**src/rtl/alu_sequencer_if.sv**
```systemverilog
// Byte streams of the ALU sequencer: command bytes in, result bytes out.
// The sequencer takes the slave view; the command source / result sink takes the master view.
interface alu_sequencer_if;
  // A byte moves on a rising edge when its valid and ready are both high.
  // The valid side holds its byte steady until that edge.
  logic       in_valid;
  logic [7:0] in_data;
  logic       in_ready;
  logic       res_valid;
  logic [7:0] res_data;
  logic       res_ready;

  modport master (
    output in_valid, in_data, res_ready,
    input  in_ready, res_valid, res_data
  );

  modport slave (
    input  in_valid, in_data, res_ready,
    output in_ready, res_valid, res_data
  );
endinterface

```
**src/rtl/alu_sequencer.sv**
```systemverilog
// Byte-serial front end for the 16-bit ALU: gathers a 5-byte command, runs one execute cycle
// and streams the result back. Define ALU_SEQ_FLAGS_EN to add a third {overf, zerof} result byte.
module alu_sequencer (
  input  logic                 clk,
  input  logic                 rst_n,
  alu_sequencer_if.slave       bus,
  output logic                 busy,
  output logic [7:0]           alu_op,
  output logic [7:0]           alu_a_low,
  output logic [7:0]           alu_a_high,
  output logic [7:0]           alu_b_low,
  output logic [7:0]           alu_b_high,
  input  logic [7:0]           alu_res_low,
  input  logic [7:0]           alu_res_high,
  input  logic                 alu_zerof,
  input  logic                 alu_overf,
  output logic [3:0]           dbg_state
);

  typedef enum logic [3:0] {
    S_OP   = 4'd0,
    S_AL   = 4'd1,
    S_AH   = 4'd2,
    S_BL   = 4'd3,
    S_BH   = 4'd4,
    S_EXEC = 4'd5,
    S_RL   = 4'd6,
`ifdef ALU_SEQ_FLAGS_EN
    S_RH   = 4'd7,
    S_FL   = 4'd8
`else
    S_RH   = 4'd7
`endif
  } state_t;

  state_t     state;
  logic [7:0] op_q, a_low_q, a_high_q, b_low_q, b_high_q;
  logic [7:0] res_high_q;
  logic       in_ready_q, res_valid_q, busy_q;
  logic [7:0] res_data_q;
  logic       in_xfer, res_xfer;

`ifdef ALU_SEQ_FLAGS_EN
  logic zerof_q, overf_q;
`else
  logic unused_flags;
  assign unused_flags = alu_zerof ^ alu_overf;
`endif

  assign in_xfer  = bus.in_valid & in_ready_q;
  assign res_xfer = res_valid_q & bus.res_ready;

  // res_data_q doubles as the captured low result byte while in S_RL.
  always_ff @(posedge clk or negedge rst_n) begin
    if (!rst_n) begin
      state       <= S_OP;
      op_q        <= 8'h00;
      a_low_q     <= 8'h00;
      a_high_q    <= 8'h00;
      b_low_q     <= 8'h00;
      b_high_q    <= 8'h00;
      res_high_q  <= 8'h00;
      in_ready_q  <= 1'b1;
      res_valid_q <= 1'b0;
      res_data_q  <= 8'h00;
      busy_q      <= 1'b0;
`ifdef ALU_SEQ_FLAGS_EN
      zerof_q     <= 1'b0;
      overf_q     <= 1'b0;
`endif
    end else begin
      unique case (state)
        S_OP: if (in_xfer) begin
          op_q   <= bus.in_data;
          busy_q <= 1'b1;
          state  <= S_AL;
        end
        S_AL: if (in_xfer) begin
          a_low_q <= bus.in_data;
          state   <= S_AH;
        end
        S_AH: if (in_xfer) begin
          a_high_q <= bus.in_data;
          state    <= S_BL;
        end
        S_BL: if (in_xfer) begin
          b_low_q <= bus.in_data;
          state   <= S_BH;
        end
        S_BH: if (in_xfer) begin
          b_high_q   <= bus.in_data;
          in_ready_q <= 1'b0;
          state      <= S_EXEC;
        end
        S_EXEC: begin
          res_data_q  <= alu_res_low;
          res_high_q  <= alu_res_high;
`ifdef ALU_SEQ_FLAGS_EN
          zerof_q     <= alu_zerof;
          overf_q     <= alu_overf;
`endif
          res_valid_q <= 1'b1;
          state       <= S_RL;
        end
        S_RL: if (res_xfer) begin
          res_data_q <= res_high_q;
          state      <= S_RH;
        end
`ifdef ALU_SEQ_FLAGS_EN
        S_RH: if (res_xfer) begin
          res_data_q <= {6'b0, overf_q, zerof_q};
          state      <= S_FL;
        end
        S_FL: if (res_xfer) begin
          res_valid_q <= 1'b0;
          res_data_q  <= 8'h00;
          in_ready_q  <= 1'b1;
          busy_q      <= 1'b0;
          state       <= S_OP;
        end
`else
        S_RH: if (res_xfer) begin
          res_valid_q <= 1'b0;
          res_data_q  <= 8'h00;
          in_ready_q  <= 1'b1;
          busy_q      <= 1'b0;
          state       <= S_OP;
        end
`endif
        default: begin
          res_valid_q <= 1'b0;
          res_data_q  <= 8'h00;
          in_ready_q  <= 1'b1;
          busy_q      <= 1'b0;
          state       <= S_OP;
        end
      endcase
    end
  end

  assign bus.in_ready  = in_ready_q;
  assign bus.res_valid = res_valid_q;
  assign bus.res_data  = res_data_q;
  assign busy          = busy_q;
  assign alu_op        = op_q;
  assign alu_a_low     = a_low_q;
  assign alu_a_high    = a_high_q;
  assign alu_b_low     = b_low_q;
  assign alu_b_high    = b_high_q;
  assign dbg_state     = state;

endmodule

```
**src/flat_wrapper.sv**
```systemverilog
// flat-port wrapper written by rule: the top's interface ports become plain ports
module alu_sequencer_flat 
  (clk, rst_n, busy, alu_op, alu_a_low, alu_a_high, alu_b_low, alu_b_high, alu_res_low, alu_res_high, alu_zerof, alu_overf, dbg_state, bus_in_valid, bus_in_data, bus_res_ready, bus_in_ready, bus_res_valid, bus_res_data);
  alu_sequencer_if bus_i ();
  input  logic clk;
  input  logic rst_n;
  output logic busy;
  output logic [7:0] alu_op;
  output logic [7:0] alu_a_low;
  output logic [7:0] alu_a_high;
  output logic [7:0] alu_b_low;
  output logic [7:0] alu_b_high;
  input  logic [7:0] alu_res_low;
  input  logic [7:0] alu_res_high;
  input  logic alu_zerof;
  input  logic alu_overf;
  output logic [3:0] dbg_state;
  input wire logic [$bits(bus_i.in_valid)-1:0] bus_in_valid;
  input wire logic [$bits(bus_i.in_data)-1:0] bus_in_data;
  input wire logic [$bits(bus_i.res_ready)-1:0] bus_res_ready;
  output wire logic [$bits(bus_i.in_ready)-1:0] bus_in_ready;
  output wire logic [$bits(bus_i.res_valid)-1:0] bus_res_valid;
  output wire logic [$bits(bus_i.res_data)-1:0] bus_res_data;
  assign bus_i.in_valid = bus_in_valid;
  assign bus_i.in_data = bus_in_data;
  assign bus_i.res_ready = bus_res_ready;
  assign bus_in_ready = bus_i.in_ready;
  assign bus_res_valid = bus_i.res_valid;
  assign bus_res_data = bus_i.res_data;
  alu_sequencer u_core (.clk(clk), .rst_n(rst_n), .bus(bus_i), .busy(busy), .alu_op(alu_op), .alu_a_low(alu_a_low), .alu_a_high(alu_a_high), .alu_b_low(alu_b_low), .alu_b_high(alu_b_high), .alu_res_low(alu_res_low), .alu_res_high(alu_res_high), .alu_zerof(alu_zerof), .alu_overf(alu_overf), .dbg_state(dbg_state));
endmodule
```
**config.mk**
```make
export PLATFORM = sky130hd
export DESIGN_NAME = alu_sequencer_flat
export DESIGN_NICKNAME = d
export VERILOG_FILES = /design/src/rtl/alu_sequencer_if.sv /design/src/rtl/alu_sequencer.sv /design/src/flat_wrapper.sv
export SDC_FILE = /design/constraint.sdc
export NUM_CORES = 1
export LEC_CHECK = 0
export ABC_AREA = 1
export CORE_ASPECT_RATIO = 0.7
export CORE_MARGIN = 4
export CORE_UTILIZATION = 40
export CTS_BUF_LIST = sky130_fd_sc_hd__clkbuf_8
export CTS_CLUSTER_SIZE = 14
export DETAILED_ROUTE_END_ITERATION = 7
export DONT_BUFFER_PORTS = 1
export MAX_ROUTING_LAYER = met4
export SLEW_MARGIN = 5
export SYNTH_ARGS = -nofsm -noshare
export SYNTH_HDL_FRONTEND = slang
export SYNTH_SLANG_ARGS = --single-unit
```
**constraint.sdc**
```tcl
create_clock -name clk -period 1.5 [get_ports clk]
set_input_delay 0 -clock clk [delete_from_list [all_inputs] [get_ports clk]]
set_output_delay 0 -clock clk [all_outputs]
set_load 0.01 [all_outputs]
```
==> results by group <==
Outcome
  • Status: completed

Power
  • Clock power frac: 43.4%
  • Switch Pwr: 696 uW
  • P_leak: 0.00167 uW
  • Overall power: 3160 uW
  • Combinational power share: 3.7%
  • Peak supply drop: 0.428 mV
  • Seq pwr share: 52.8%
  • PD cells: 960 nW/um2
  • Int Power: 2470 uW
  • Switching share of total power: 22.0%

Logic synthesis
  • Post-synthesis mux area share: 0%
  • Synth warn: 0
  • Synth Area in XOR/XNOR: 0%
  • Synthesized Nets: 318
  • Largest family of logic cells by synthesized area: simple AND/OR/NAND/NOR gates
  • Synth Cell Area: 2720 um2
  • Seq/Total Area, Yosys: 57.1%
  • Synthesized flop and latch total: 62
  • Complex-gate fraction of the synthesized area: 10.3%
  • Synth unique cells: 22
  • Post-Syn Area per Cell: 9.44 um2
  • Synth Area in Simple Gates: 26.1%
  • Post-synthesis adder-cell area fraction: 0%
  • Mapped Cells: 288

Clock network
  • Root buffer cell: clkbuf_8
  • CTS max path bufs: 2
  • CTS tree: done
  • Worst skew pair latency: 340 ps
  • H-Tree Depth: 3
  • # clock sinks: 62
  • CTS Buf Count: 9
  • Worst-path clk slew: 70 ps

Placement
  • Post-DP HPWL: 4310 um
  • Input/output buffers: 0
  • Gpl congestion: 0.825

Routing
  • Post-route ant nets: 0
  • Drt pass-1 iters: 6
  • Final wirelength: 6150 um
  • Routed WL per cell: 14.7 um
  • 1st-iter DRT viols: 123
  • Number of remaining DRC errors: 0
  • Via-to-Cell Ratio: 4.67
  • Vias: 1962

STA
  • Clock period minus worst slack: 1450 ps
  • Final cycle utilization of the critical path: 96.5%
  • Setup Skew: 7.66 ps
  • Final setup fails: 0
  • Max frequency: 691 MHz
  • RSZ-0062 raised after global routing: yes
  • Final hold viol count: 0
  • Max Transition Viols Final: 0
  • Min Hold Slack: 188 ps

Floorplanning
  • Initial core utilization: 42.5%
  • Die span in x: 107 um
  • Die ar.: 8200 um2
  • Die H: 77.0 um
  • Row cnt: 24
  • IO Count: 85
  • Core Footprint: 6400 um2

Worst setup path
  • Worst flop-to-flop path endpoint: u_core.alu_op[4]$_DFFE_PN0P_
  • R2r worst-path depth: 6
  • Startpoint types: register
  • Required time worst endpoint: 1720 ps
  • R2R setup slack: 50 ps
  • Critical path class: reg2reg
  • WP data arrival: 1670 ps
  • Crit path largest cell delay: 530 ps
  • Worst path most repeated cell: nand2_1
  • Crit path max-delay cell type: dfstp_2
  • Crit path cell chain: nand2_1 -> nor2_8 -> nand2_2 -> buf_12 -> nand2_1 -> o21ai_1
  • Worst R2R Start: u_core.bus.in_ready$_DFFE_PN1P_
  • Crit. End Element: register
  • Critical path fanouts, max: 11

Cells and area
  • Ant diodes: 0
  • Layout Nets: 354
  • Fill count: 600
  • Synth-to-Final Area Change: 21.3%
  • Multi-input logic area: 1000 um2
  • Sequential Area: 1560 um2
  • Layout cells sized above 1: 18.8%

Hold path
  • Hold depth: 5
  • Hold EP: u_core.dbg_state[0]$_DFFE_PN0P_
  • Hold_sp: bus_in_valid
  • Hold/Removal Path Class: in2reg

Global routing
  • Antenna violations before repair: 0
  • Largest net degree at the start of global routing: 63
  • Total track usage: 16.8%
  • GRT overflow: 0
  • First-pass GRT wire length: 10400 um
  • Vias in the first global route: 1975

Job
  • Max-capacitance violation count: 0
## registers in the layout, indices dropped and copies added, names as in the netlist
register / cells
u_core.res_high_q: 8
u_core.bus.in_ready: 1
u_core.dbg_state: 3
u_core.bus.res_valid: 1
u_core.busy: 1
u_core.alu_a_low: 8
u_core.alu_op: 8
u_core.alu_b_low: 8
u_core.alu_b_high: 8
u_core.bus.res_data: 8
u_core.alu_a_high: 8
## power by group through the flow
stage	sequential, uW	clock, uW	combinational [uW]
finish	1670	1370	118
global route	1670	1510	134
CTS	1670	1430	121
detailed placement	1700	0	24.5
global placement	1700	0	24.1
floorplan	1700	0	20.2
## cell usage in the layout, fill, tap and decap left out, drive strengths merged, types with 3 or more instances in the layout
cell type,synthesis,layout
dlygate4sd3,0,26
clkinv,1,3
nand3,6,6
nor2,8,8
o21ai,43,43
inv,16,19
clkbuf,0,9
nand2,141,141
dfrtp,61,61
buf,10,9
## worst max-delay path by stage
| stage | depth (start not counted) | slack, ps | from | endpoint |
|---|---|---|---|---|
| floorplan | 6 | 140 | u_core.bus.in_ready$_DFFE_PN1P_ | u_core.alu_op[6]$_DFFE_PN0P_ |
| global placement | 5 | 50 | u_core.dbg_state[2]$_DFFE_PN0P_ | u_core.res_high_q[2]$_DFFE_PN0N_ |
| detailed placement | 5 | -10 | u_core.dbg_state[2]$_DFFE_PN0P_ | u_core.res_high_q[4]$_DFFE_PN0N_ |
| CTS | 5 | 30 | u_core.bus.in_ready$_DFFE_PN1P_ | u_core.alu_a_low[4]$_DFFE_PN0P_ |
| global route | 6 | -40 | u_core.bus.in_ready$_DFFE_PN1P_ | u_core.alu_op[2]$_DFFE_PN0P_ |
| finish | 6 | 50 | u_core.bus.in_ready$_DFFE_PN1P_ | u_core.alu_op[4]$_DFFE_PN0P_ |
## kinds of logic (layout without fill, tap and decap cells)
| logic type | Yosys count | count (layout) |
|---|---|---|
| AO/OA/AOI/OAI | 43 | 43 |
| buffers and inverters | 27 | 68 |
| flip-flops | 62 | 62 |
| other | 1 | 1 |
| AND/OR/NAND/NOR | 155 | 155 |
## what timing repair did
action                                  in CTS  in global routing
gates cloned                                 0                  0
hold buffers                                27                  0
resized for setup                            2                  5
endpoints found under the setup margin       8                 19
pin swaps                                    0                  2
hold endpoints to repair                   119                  0
setup buffers                                0                  0
## critical path: cells and delay by family (launching register included)
kind,cells,cell delay [ps]
buffers and inverters,1,190
AOI/OAI and AO/OA,1,60
DFF,1,530
and+or+nand+nor,4,550
## synthesized netlist by cell type
cell type | instances | area share, %
buf_2 | 1 | 0.18
nand3_4 | 2 | 1.3
conb_1 | 1 | 0.14
nand2_1 | 134 | 18
dfstp_2 | 1 | 0.97
inv_6 | 1 | 0.32
nor2_1 | 2 | 0.28
nor2_8 | 2 | 1.5
inv_1 | 14 | 1.9
nor2_2 | 1 | 0.23
buf_6 | 8 | 3.3
o21ai_0 | 13 | 2.4
dfrtp_1 | 61 | 56
o21ai_1 | 13 | 2.4
nand3_1 | 4 | 0.74
nor2_4 | 3 | 1.2
inv_4 | 1 | 0.23
clkinv_1 | 1 | 0.14
o21ai_2 | 17 | 5.5
nand2_4 | 4 | 1.7
buf_4 | 1 | 0.28
nand2_2 | 3 | 0.69
## through the flow
stage	area [um2]	cells	TNS (ps)	utilization [%]	worst slack, ps
2_1_floorplan	2720	288	0	-	142
6_report	3300	420	0	51.5	53.2
3_3_place_gp	2820	377	0	44.0	49.1
4_1_cts	3290	420	0	51.4	31.6
3_5_place_dp	2820	377	-38.3	44.0	-11.9
5_1_grt	3300	420	-164	51.5	-37.6
## per-layer routing
| layer | track usage, % | vias to the layer above | wire [um] |
|---|---|---|---|
| met2 | 24.6 | 55 | 2880 |
| met3 | 7.30 | 7 | 502 |
| li1 | - | 971 | - |
| met5 | - | - | 0 |
| met4 | 5.11 | 0 | 52 |
| met1 | 21.1 | 929 | 2720 |
## layout make-up
cell class	count	share of cell area, %
Clock buffer	9	3.76
Clock inverter	7	1.78
Inverter	17	2.20
Multi-Input combinational cell	199	30.3
Sequential cell	62	47.2
Tap cell	91	3.45
Timing Repair Buffer	35	11.3
No activity file was read; power rests on OpenSTA's default activity.
